File: src/rtl/mskand_hpc2_tof_pipe_if.sv
// Handshake and data bundle for the masked Toffoli pipeline.
//   in_valid/in_ready : operand triple ina/inb/inc (W bits x d shares each)
//   rnd_valid/rnd_ready : fresh randomness, W*d*(d-1)/2 bits
//   out_valid/out_ready : output sharing of (ina & inb) ^ inc
// Share i of bit w lives at index w*d+i on every sharing bus.
// master = stimulus/consumer side, slave = the pipeline.
interface mskand_hpc2_tof_pipe_if #(
  parameter int unsigned d = 2,
  parameter int unsigned W = 8
);
  localparam int unsigned RND_W = W * ((d * (d - 1)) / 2);

  logic               in_valid;
  logic               in_ready;
  logic [W*d-1:0]     ina;
  logic [W*d-1:0]     inb;
  logic [W*d-1:0]     inc;
  logic               rnd_valid;
  logic               rnd_ready;
  logic [RND_W-1:0]   rnd;
  logic               out_valid;
  logic               out_ready;
  logic [W*d-1:0]     out;

  modport master (
    output in_valid, ina, inb, inc, rnd_valid, rnd, out_ready,
    input  in_ready, rnd_ready, out_valid, out
  );

  modport slave (
    input  in_valid, ina, inb, inc, rnd_valid, rnd, out_ready,
    output in_ready, rnd_ready, out_valid, out
  );
endinterface

File: src/rtl/mskand_hpc2_tof_pipe.sv
// Two-stage elastic pipeline computing a d-share masked (a & b) ^ c per bit
// with an HPC2-style AND gadget, W bits in parallel.
//   clk  : single clock, rising edge
//   rst  : synchronous, active-high; clears valids and all data registers
//   bus  : mskand_hpc2_tof_pipe_if.slave (operands, randomness, result)
// SWAP selects the early (randomised) operand: 0 -> inb, 1 -> ina.
`ifndef DEFAULTSHARES
`define DEFAULTSHARES 2
`endif

module mskand_hpc2_tof_pipe #(
  parameter int unsigned d    = `DEFAULTSHARES,
  parameter int unsigned W    = 8,
  parameter int unsigned SWAP = 0
) (
  input  logic                   clk,
  input  logic                   rst,
  mskand_hpc2_tof_pipe_if.slave  bus
);

  localparam int unsigned HPC2RND = (d * (d - 1)) / 2;
  localparam int unsigned RND_W   = W * HPC2RND;
  localparam int unsigned SW      = W * d;

  // Index of pair (i<j) in lexicographic order among the d*(d-1)/2 pairs.
  function automatic int unsigned pidx(input int unsigned i, input int unsigned j);
    return i * d - (i * (i + 1)) / 2 + (j - i - 1);
  endfunction

  if (d < 2) begin : g_bad_d
    $error("mskand_hpc2_tof_pipe: d must be >= 2");
  end

  logic              v1_q, v1_d, v2_q, v2_d;
  logic [SW-1:0]     l1_q, l1_d, e1_q, e1_d, c1_q, c1_d, out_q, out_d;
  logic [RND_W-1:0]  s_lo_q, s_lo_d, s_hi_q, s_hi_d, rr_q, rr_d;

  logic              pipe_ready_c, t_c, a2_c;
  logic [SW-1:0]     e_c, l_c, share_c;
  logic [RND_W-1:0]  s_lo_c, s_hi_c;

  // Handshake: ready never depends on its own channel's valid.
  assign pipe_ready_c  = !v1_q || !v2_q || bus.out_ready;
  assign t_c           = bus.in_valid && bus.rnd_valid && pipe_ready_c && !rst;
  assign a2_c          = v1_q && (!v2_q || bus.out_ready);
  assign bus.in_ready  = pipe_ready_c && bus.rnd_valid && !rst;
  assign bus.rnd_ready = pipe_ready_c && bus.in_valid && !rst;
  assign bus.out_valid = v2_q;
  assign bus.out       = out_q;

  // Early / late operand selection.
  if (SWAP != 0) begin : g_swap
    assign e_c = bus.ina;
    assign l_c = bus.inb;
  end else begin : g_noswap
    assign e_c = bus.inb;
    assign l_c = bus.ina;
  end

  // Stage-1 randomisation of the early operand: s_ij = E_j ^ r_ij (lo), s_ji = E_i ^ r_ij (hi).
  for (genvar w = 0; w < W; w++) begin : g_s1_bit
    for (genvar i = 0; i < d; i++) begin : g_i
      for (genvar j = i + 1; j < d; j++) begin : g_j
        localparam int unsigned P = w * HPC2RND + pidx(i, j);
        assign s_lo_c[P] = e_c[w*d+j] ^ bus.rnd[P];
        assign s_hi_c[P] = e_c[w*d+i] ^ bus.rnd[P];
      end
    end
  end

  // Stage-2 share computation from registered stage-1 values only.
  for (genvar w = 0; w < W; w++) begin : g_s2_bit
    for (genvar i = 0; i < d; i++) begin : g_i
      logic [d-1:0] terms;
      for (genvar j = 0; j < d; j++) begin : g_j
        if (j == i) begin : g_diag
          assign terms[j] = (l1_q[w*d+i] & e1_q[w*d+i]) ^ c1_q[w*d+i];
        end else if (j > i) begin : g_lo
          localparam int unsigned P = w * HPC2RND + pidx(i, j);
          assign terms[j] = (~l1_q[w*d+i] & rr_q[P]) ^ (l1_q[w*d+i] & s_lo_q[P]);
        end else begin : g_hi
          localparam int unsigned P = w * HPC2RND + pidx(j, i);
          assign terms[j] = (~l1_q[w*d+i] & rr_q[P]) ^ (l1_q[w*d+i] & s_hi_q[P]);
        end
      end
      assign share_c[w*d+i] = ^terms;
    end
  end

  // Valid tracking.
  always_comb begin
    v1_d = v1_q;
    v2_d = v2_q;
    if (t_c)               v1_d = 1'b1;
    else if (a2_c)         v1_d = 1'b0;
    if (a2_c)              v2_d = 1'b1;
    else if (bus.out_ready) v2_d = 1'b0;
  end

  // Data registers load only on their enable.
  always_comb begin
    l1_d   = l1_q;
    e1_d   = e1_q;
    c1_d   = c1_q;
    rr_d   = rr_q;
    s_lo_d = s_lo_q;
    s_hi_d = s_hi_q;
    out_d  = out_q;
    if (t_c) begin
      l1_d   = l_c;
      e1_d   = e_c;
      c1_d   = bus.inc;
      rr_d   = bus.rnd;
      s_lo_d = s_lo_c;
      s_hi_d = s_hi_c;
    end
    if (a2_c) begin
      out_d = share_c;
    end
  end

  always_ff @(posedge clk) begin
    if (rst) begin
      v1_q   <= 1'b0;
      v2_q   <= 1'b0;
      l1_q   <= '0;
      e1_q   <= '0;
      c1_q   <= '0;
      rr_q   <= '0;
      s_lo_q <= '0;
      s_hi_q <= '0;
      out_q  <= '0;
    end else begin
      v1_q   <= v1_d;
      v2_q   <= v2_d;
      l1_q   <= l1_d;
      e1_q   <= e1_d;
      c1_q   <= c1_d;
      rr_q   <= rr_d;
      s_lo_q <= s_lo_d;
      s_hi_q <= s_hi_d;
      out_q  <= out_d;
    end
  end

endmodule

File: src/flat_wrapper.sv
// flat-port wrapper written by rule: the top's interface ports become plain ports
module mskand_hpc2_tof_pipe_flat 
#(
  parameter int unsigned d    = `DEFAULTSHARES,
  parameter int unsigned W    = 8,
  parameter int unsigned SWAP = 0
)
  (clk, rst, bus_in_valid, bus_ina, bus_inb, bus_inc, bus_rnd_valid, bus_rnd, bus_out_ready, bus_in_ready, bus_rnd_ready, bus_out_valid, bus_out);
  mskand_hpc2_tof_pipe_if #(.d(d), .W(W)) bus_i ();
  input  logic clk;
  input  logic rst;
  input wire logic [$bits(bus_i.in_valid)-1:0] bus_in_valid;
  input wire logic [$bits(bus_i.ina)-1:0] bus_ina;
  input wire logic [$bits(bus_i.inb)-1:0] bus_inb;
  input wire logic [$bits(bus_i.inc)-1:0] bus_inc;
  input wire logic [$bits(bus_i.rnd_valid)-1:0] bus_rnd_valid;
  input wire logic [$bits(bus_i.rnd)-1:0] bus_rnd;
  input wire logic [$bits(bus_i.out_ready)-1:0] bus_out_ready;
  output wire logic [$bits(bus_i.in_ready)-1:0] bus_in_ready;
  output wire logic [$bits(bus_i.rnd_ready)-1:0] bus_rnd_ready;
  output wire logic [$bits(bus_i.out_valid)-1:0] bus_out_valid;
  output wire logic [$bits(bus_i.out)-1:0] bus_out;
  assign bus_i.in_valid = bus_in_valid;
  assign bus_i.ina = bus_ina;
  assign bus_i.inb = bus_inb;
  assign bus_i.inc = bus_inc;
  assign bus_i.rnd_valid = bus_rnd_valid;
  assign bus_i.rnd = bus_rnd;
  assign bus_i.out_ready = bus_out_ready;
  assign bus_in_ready = bus_i.in_ready;
  assign bus_rnd_ready = bus_i.rnd_ready;
  assign bus_out_valid = bus_i.out_valid;
  assign bus_out = bus_i.out;
  mskand_hpc2_tof_pipe #(.d(d), .W(W), .SWAP(SWAP)) u_core (.clk(clk), .rst(rst), .bus(bus_i));
endmodule
File: config.mk
export PLATFORM = sky130hd
export DESIGN_NAME = mskand_hpc2_tof_pipe_flat
export DESIGN_NICKNAME = d
export VERILOG_FILES = /design/src/rtl/mskand_hpc2_tof_pipe_if.sv /design/src/rtl/mskand_hpc2_tof_pipe.sv /design/src/flat_wrapper.sv
export SDC_FILE = /design/constraint.sdc
export NUM_CORES = 1
export LEC_CHECK = 0
export ABC_AREA = 1
export CORE_UTILIZATION = 33
export DETAILED_ROUTE_END_ITERATION = 10
export HOLD_SLACK_MARGIN = 0.1
export SKIP_LAST_GASP = 1
export SYNTH_ARGS = -nofsm -noshare
export SYNTH_HDL_FRONTEND = slang
export SYNTH_SLANG_ARGS = --single-unit
File: constraint.sdc
create_clock -name clk -period 2.7 [get_ports clk]
set_input_delay 0.81 -clock clk [delete_from_list [all_inputs] [get_ports clk]]
set_output_delay 0.81 -clock clk [all_outputs]
set_load 0.1 [all_outputs]
Word level (Yosys, flattened, before mapping)
Index checks and enable logic that the tools add are counted.

cells by class
  multiplexer cells = 4
  bitwise operators = 112
  reduce and logical (&&, ||, !) cells = 32

operator list
  kind                 number
  1-bit bitwise AND    48
  1-bit XOR            48
  2-bit XOR reduction  16
  1-bit inverter       16
  1-bit logical AND    8
  1-bit two-way mux    4
  2-bit nonzero test   2
  1-bit logical NOT    3
  1-bit logical OR     3

word-level totals
  register bits = 90
  input bits = 61
  output and inout bits = 19
  logic and storage cells = 157

Longest topological paths before layout
Gate-level depths: netlist of run 1.

  depth in word-level cells = 6
  depth in mapped cells = 8
  gate-level depth less buffers = 8

Least setup slack after synthesis of run 1
OpenSTA, ideal clock, no wires.

  path kind = in2out
  start = input port rst
  end = output port bus_in_ready
  arrival = 2.555 ns
  required time = 1.890 ns
  path slack = -0.665 ns
  cell stages on the path = 5
  path buffers = 2
  path through = inv_1 buf_2 buf_2 nand2_1 nor2_1

between the ends
  longest elaborated chain between the ends = 2

ends and longest elaborated chain
  element             line                        source
  start: declaration  flat_wrapper.sv:11          input logic rst;
  1-bit logical NOT   mskand_hpc2_tof_pipe.sv:46  assign bus.in_ready = pipe_ready_c && bus.rnd_valid && !rst;
  1-bit logical AND   mskand_hpc2_tof_pipe.sv:46
  end: declaration    flat_wrapper.sv:19          output wire logic [$bits(bus_i.in_ready)-1:0] bus_in_ready;

No other way between the ends.

Worst setup path in the final report of run 1
Same ends and word-level chain as after synthesis.

==> results of run 1 <==
## power by group
part	internal, mW	switching, mW
clock	0.735	0.484
sequential	1.40	0.0610
combinational	0.202	0.301
total	2.34	0.846
## path summary, 6_finish.rpt
check / endpoint / slack, ps
worst min-delay path: u_core.e1_q[15] / 480
worst max register to register: u_core.s_hi_q[3] / 1180
worst min register to register: u_core.e1_q[15] / 480
worst max-delay path: bus_in_ready / 110
## layer usage
metal | vias up | track usage, % | routed length [um]
li1 | 2185 | - | -
met2 | 61 | 27.3 | 4620
met3 | 9 | 2.74 | 317
met4 | 0 | 7.45 | 157
met5 | - | 0 | 0
met1 | 1777 | 18.5 | 4620
## cells in the mapped netlist
cell / number
o21ai_0: 17
nor2_1: 34
buf_4: 2
clkinv_1: 1
buf_2: 15
inv_2: 1
xor2_1: 1
nand3_1: 119
xnor2_1: 15
buf_1: 4
nand3_2: 2
a21oi_1: 2
clkbuf_1: 7
inv_1: 75
dfxtp_1: 90
a21oi_2: 1
nand2_1: 274
## flip-flops by register name, summed over array words and instances (netlist names)
name and flops:
u_core.s_lo_q 8, u_core.s_hi_q 8, u_core.bus.out_valid 1, u_core.v1_q 1, u_core.c1_q 16, u_core.rr_q 8, u_core.l1_q 16, u_core.e1_q 16
u_core.bus.out 16
## per-stage QoR
stage	area [um2]	hold WS (ps)	util, %	total power [mW]	setup slack [ps]
final	5510	478	43.9	3.19	114
after global routing	5510	503	43.9	3.35	64.9
after CTS	5510	482	43.9	3.24	92.5
after detailed placement	5230	473	41.6	2.00	101
after global placement	5230	468	41.6	1.99	88.3
after floorplan	4250	453	-	1.81	62.6
## kinds of logic (layout without fill, tap and decap cells)
| family | count (synthesis) | count (layout) | synth area share [%] |
|---|---|---|---|
| compound gates | 20 | 20 | 2.45 |
| buf+inv | 105 | 182 | 9.92 |
| simple gates | 429 | 429 | 41.8 |
| flops | 90 | 90 | 42.5 |
| xor+xnor | 16 | 16 | 3.31 |
## critical path, stage by stage
cell and delay (ps):
clkdlybuf4s50_1 440, inv_2 120, nand2_1 90, nor2_4 130
buf_12 180
## area by class of cell
cell class                      instances  area, um2  share of cell area [%]
Multi-Input combinational cell        465       2050                    37.1
Timing Repair Buffer                   90        876                    15.9
Clock inverter                          3       40.0                   0.726
Sequential cell                        90       1800                    32.7
Tap cell                              172        215                    3.90
Clock buffer                           12        246                    4.47
Inverter                               77        289                    5.24
==> impl_metrics.ini, run 1 <==
[run_status]
status = complete, no violations

[critical_path]
critPathMaxFanout = 4
cp.arrival_ps = 1780
path_class = primary input to output port
reg2reg_from = u_core.bus.out_valid
critPathLaunchType = primary input
critPathRequiredTime_ps = 1890
r2r_cells = 7
crit_start = rst
end_kind = output port

[worst_hold_path]
holdCritStartpoint = u_core.e1_q[15]
hold_class = register to register
holdPathStages = 2

[detailed_routing]
drt-vias-per-instance = 4.44
drtIter0Drc = 190
drc = 0
ant_nets = 0
first_pass_iters = 4
vias = 4032
wl_per_cell_um = 10.7
drt_wl_total_mm = 9.72

[global_route]
grt_overflow = 0
grt.total_usage_pct = 15.6
grt_pass1_wl_mm = 16.3
grt_max_degree = 72
antenna_found_initial = 0
grt_pass1_vias = 3730

[power]
power.density_nw_per_um2 = 578
power.leakage_nw = 2.57
peakVddDrop_mv = 0.301

[timing]
setup_viol = 0
min_period_ps = 2590
fmax_mhz = 387
hold_violations = 0
slew_headroom_pct = 51.1
clock_skew_ps = 3.21
slew_viol_final = 0
rsz0062_at_grt = false
min_period_over_period_pct = 95.8
tightest_slew_ps = 733
finalSetupTns_ps = 0

[clocking]
clk_path_buf_depth = 2
cts_tree = done
h-tree-depth = 3
cts_hold_buf = 0
cts_buffers = 9
clk_pin_slew_ps = 60
cts_sinks = 90
clkLatencyLatePin_ps = 330
cts_root_buf = clkbuf_16
post_cts_resized = 0
cts_setup_buffers = 0

[floorplan]
row_count = 41
die_h_um = 115
die_area_um2 = 13300
die_w_um = 115
fp.coreArea_um2 = 12600
ios = 80
start_util_pct = 33.7

[final_layout]
syn_to_final_growth_pct = 30.1
layout-drive-gt1-share_pct = 6.78
stdcell_count = 909
n_antenna_cell = 0
final_common_cell = nand2_1
num-nets-final = 794
final_cell_mix = 274 x nand2_1, 119 x nand3_1, 90 x dfxtp_1
fillers = 1299

[synth]
syn_avg_cell_area_um2 = 6.42
yosysTopAreaCell = dfxtp_1
synth_fp_nets = 721
yosysSeqAreaShare_pct = 42.5
synth_top_area_share_pct = 42.5
ys_warn_count = 0
synthCells = 660
ys_top_cells_by_area = dfxtp_1 43%, nand2_1 24%, nand3_1 14%, inv_1 6.6%, xnor2_1 3.1%
syn_area_um2 = 4240
synth_seq_cells = 90
synth_cell_types = 17

[flow_run]
drv_cap = 0

[placed_design]
gp_congestion = 0.789
place_inst = 894
portBuffers = 79
place_hpwl_mm = 6.72
Note: power is estimated with default switching activity, not from simulation.
==> run 2, diff against run 1 <==
CORE_MARGIN = 5   (was unset)
RECOVER_POWER = 50   (was unset)
SLEW_MARGIN = 20   (was unset)
==> run 2 against run 1 <==
  * Cell count increased by 0.11%
  * Die area increased by 14%
  * Critical path depth increased by 1
  * Non-clock buffer count unchanged
  * Hold slack got worse by 1.8 ps
  * Largest power group unchanged
  * Critical path type unchanged
  * Global-route usage decreased by 1.7 points
  * Clock power decreased by 7%
  * Highest routed layer unchanged
  * Total power decreased by 3.1%
  * First-iteration DRC count increased by 19%
  * Register-to-register slack improved by 60 ps
==> impl_metrics.ini, run 2 (same netlist as run 1, synthesis figures left out) <==
[placed_design]
portBuffers = 79
dpl_cell_area_um2 = 5220
place_hpwl_mm = 7.00
gp_congestion = 0.742
place_ws_ps = 65.6
place_inst = 894

[final_layout]
final_area_um2 = 5410
multi_input_area_um2 = 2050
stdcell_count = 910
seqCellArea_um2 = 1800
syn_to_final_growth_pct = 27.7
final_common_cell = nand2_1
layout-drive-gt1-share_pct = 4.61
num-nets-final = 794
n_antenna_cell = 0
final_cell_mix = 274 x nand2_1, 119 x nand3_1, 90 x dfxtp_1
fillers = 1342

[timing]
hold_ws_ps = 477
min_period_ps = 2640
hold_violations = 0
slew_viol_final = 0
finalSetupTns_ps = 0
fmax_mhz = 379
clock_skew_ps = 3.37
rsz0062_at_grt = false
min_period_over_period_pct = 97.6
setup_viol = 0
tightest_slew_ps = 1320
slew_headroom_pct = 11.9
setup_ws_ps = 64.6

[worst_hold_path]
min_to = u_core.c1_q[9]
holdCritStartpoint = u_core.c1_q[9]
holdPathStages = 2
hold_class = register to register

[power]
peakVddDrop_mv = 0.255
power.density_nw_per_um2 = 571
power.leakage_nw = 2.49

[critical_path]
path_class = primary input to output port
max_stage_delay_ps = 460
critPathMostFrequentCell = inv_1
critPathLaunchType = primary input
critPathSlowestCell = clkdlybuf4s50_1
reg2reg_to = u_core.s_hi_q[3]
end_kind = output port
reg2reg_from = u_core.bus.out_valid
r2r_setup_slack_ps = 1240
r2r_cells = 7
worstPathCellList = clkdlybuf4s50_1 -> inv_1 -> nand3_2 -> inv_1 -> nor2_4 -> buf_12
critPathMaxFanout = 3
critPathRequiredTime_ps = 1890
cp.arrival_ps = 1830

[run_status]
status = complete, no violations

[detailed_routing]
drt-vias-per-instance = 4.42
drc = 0
vias = 4026
drtIter0Drc = 227
drt_wl_total_mm = 10.0
wl_per_cell_um = 11.0
ant_nets = 0
first_pass_iters = 4

[floorplan]
start_util_pct = 33.6
die_h_um = 123
die_w_um = 123
ios = 80
fp.coreArea_um2 = 12600
die_area_um2 = 15200
row_count = 41

[clocking]
cts_root_buf = clkbuf_16
cts_sinks = 90
cts_tree = done
clk_path_buf_depth = 2
clk_pin_slew_ps = 60
clkLatencyLatePin_ps = 330
cts_hold_buf = 0
cts_setup_buffers = 0
post_cts_resized = 0
cts_buffers = 9
h-tree-depth = 3

[global_route]
grt_pass1_vias = 3887
antenna_found_initial = 0
grt.total_usage_pct = 13.9
grt_max_degree = 72
grt_overflow = 0
grt_pass1_wl_mm = 17.0

[flow_run]
drv_cap = 0
-- run 2: cell count changes in the layout (fill, tap and decap cells not counted) --
cell	change
buf_4	-18
bufinv_16	-1
clkbuf_1	+16
buf_2	+1
clkbuf_2	+2
buf_12	-1
clkinv_2	+1
buf_1	+1
-- run 2: layer usage --
layer	track usage [%]	part of all wire, %	vias up	wire, um
met4	4.64	1.1	0	109
met1	17.4	48	1780	4870
li1	-	-	2180	-
met5	0	0	-	0
met2	23.8	47	59	4690
met3	3.06	3.8	7	380
-- run 2: critical path, delay by kind of cell --
kind | cells | cell delay, ps
buffers and inverters | 4 | 830
AND/OR/NAND/NOR | 2 | 200
-- run 2: layout make-up --
cell class / instances / share of cell area (%)
Clock buffer: 13 / 4.62
Clock inverter: 3 / 0.277
Inverter: 77 / 5.34
Multi-Input combinational cell: 465 / 37.8
Sequential cell: 90 / 33.3
Tap cell: 172 / 3.98
Timing Repair Buffer: 90 / 14.7
-- run 2: through the flow --
stage / utilization [%] / power, mW
after floorplan: - / 1.81
after global placement: 41.3 / 1.99
after detailed placement: 41.3 / 2.00
after CTS: 43.4 / 3.14
after global routing: 42.9 / 3.24
final: 42.9 / 3.09
-- run 2: worst max-delay path by stage --
stage / startpoint / end / slack (ps) / depth (start not counted)
floorplan: rst / bus_in_ready / 60 / 5
global placement: bus_out_ready / bus_in_ready / 80 / 6
detailed placement: bus_out_ready / bus_rnd_ready / 70 / 6
CTS: bus_out_ready / bus_rnd_ready / 60 / 6
global route: bus_out_ready / bus_rnd_ready / 30 / 6
finish: bus_out_ready / bus_rnd_ready / 60 / 6
-- run 2: report_power, final --
part           total [mW]  switching (mW)  internal, mW  leakage, nW
sequential           1.46          0.0597          1.40        0.737
clock                1.14           0.490         0.645        0.133
combinational       0.489           0.301         0.188         1.62
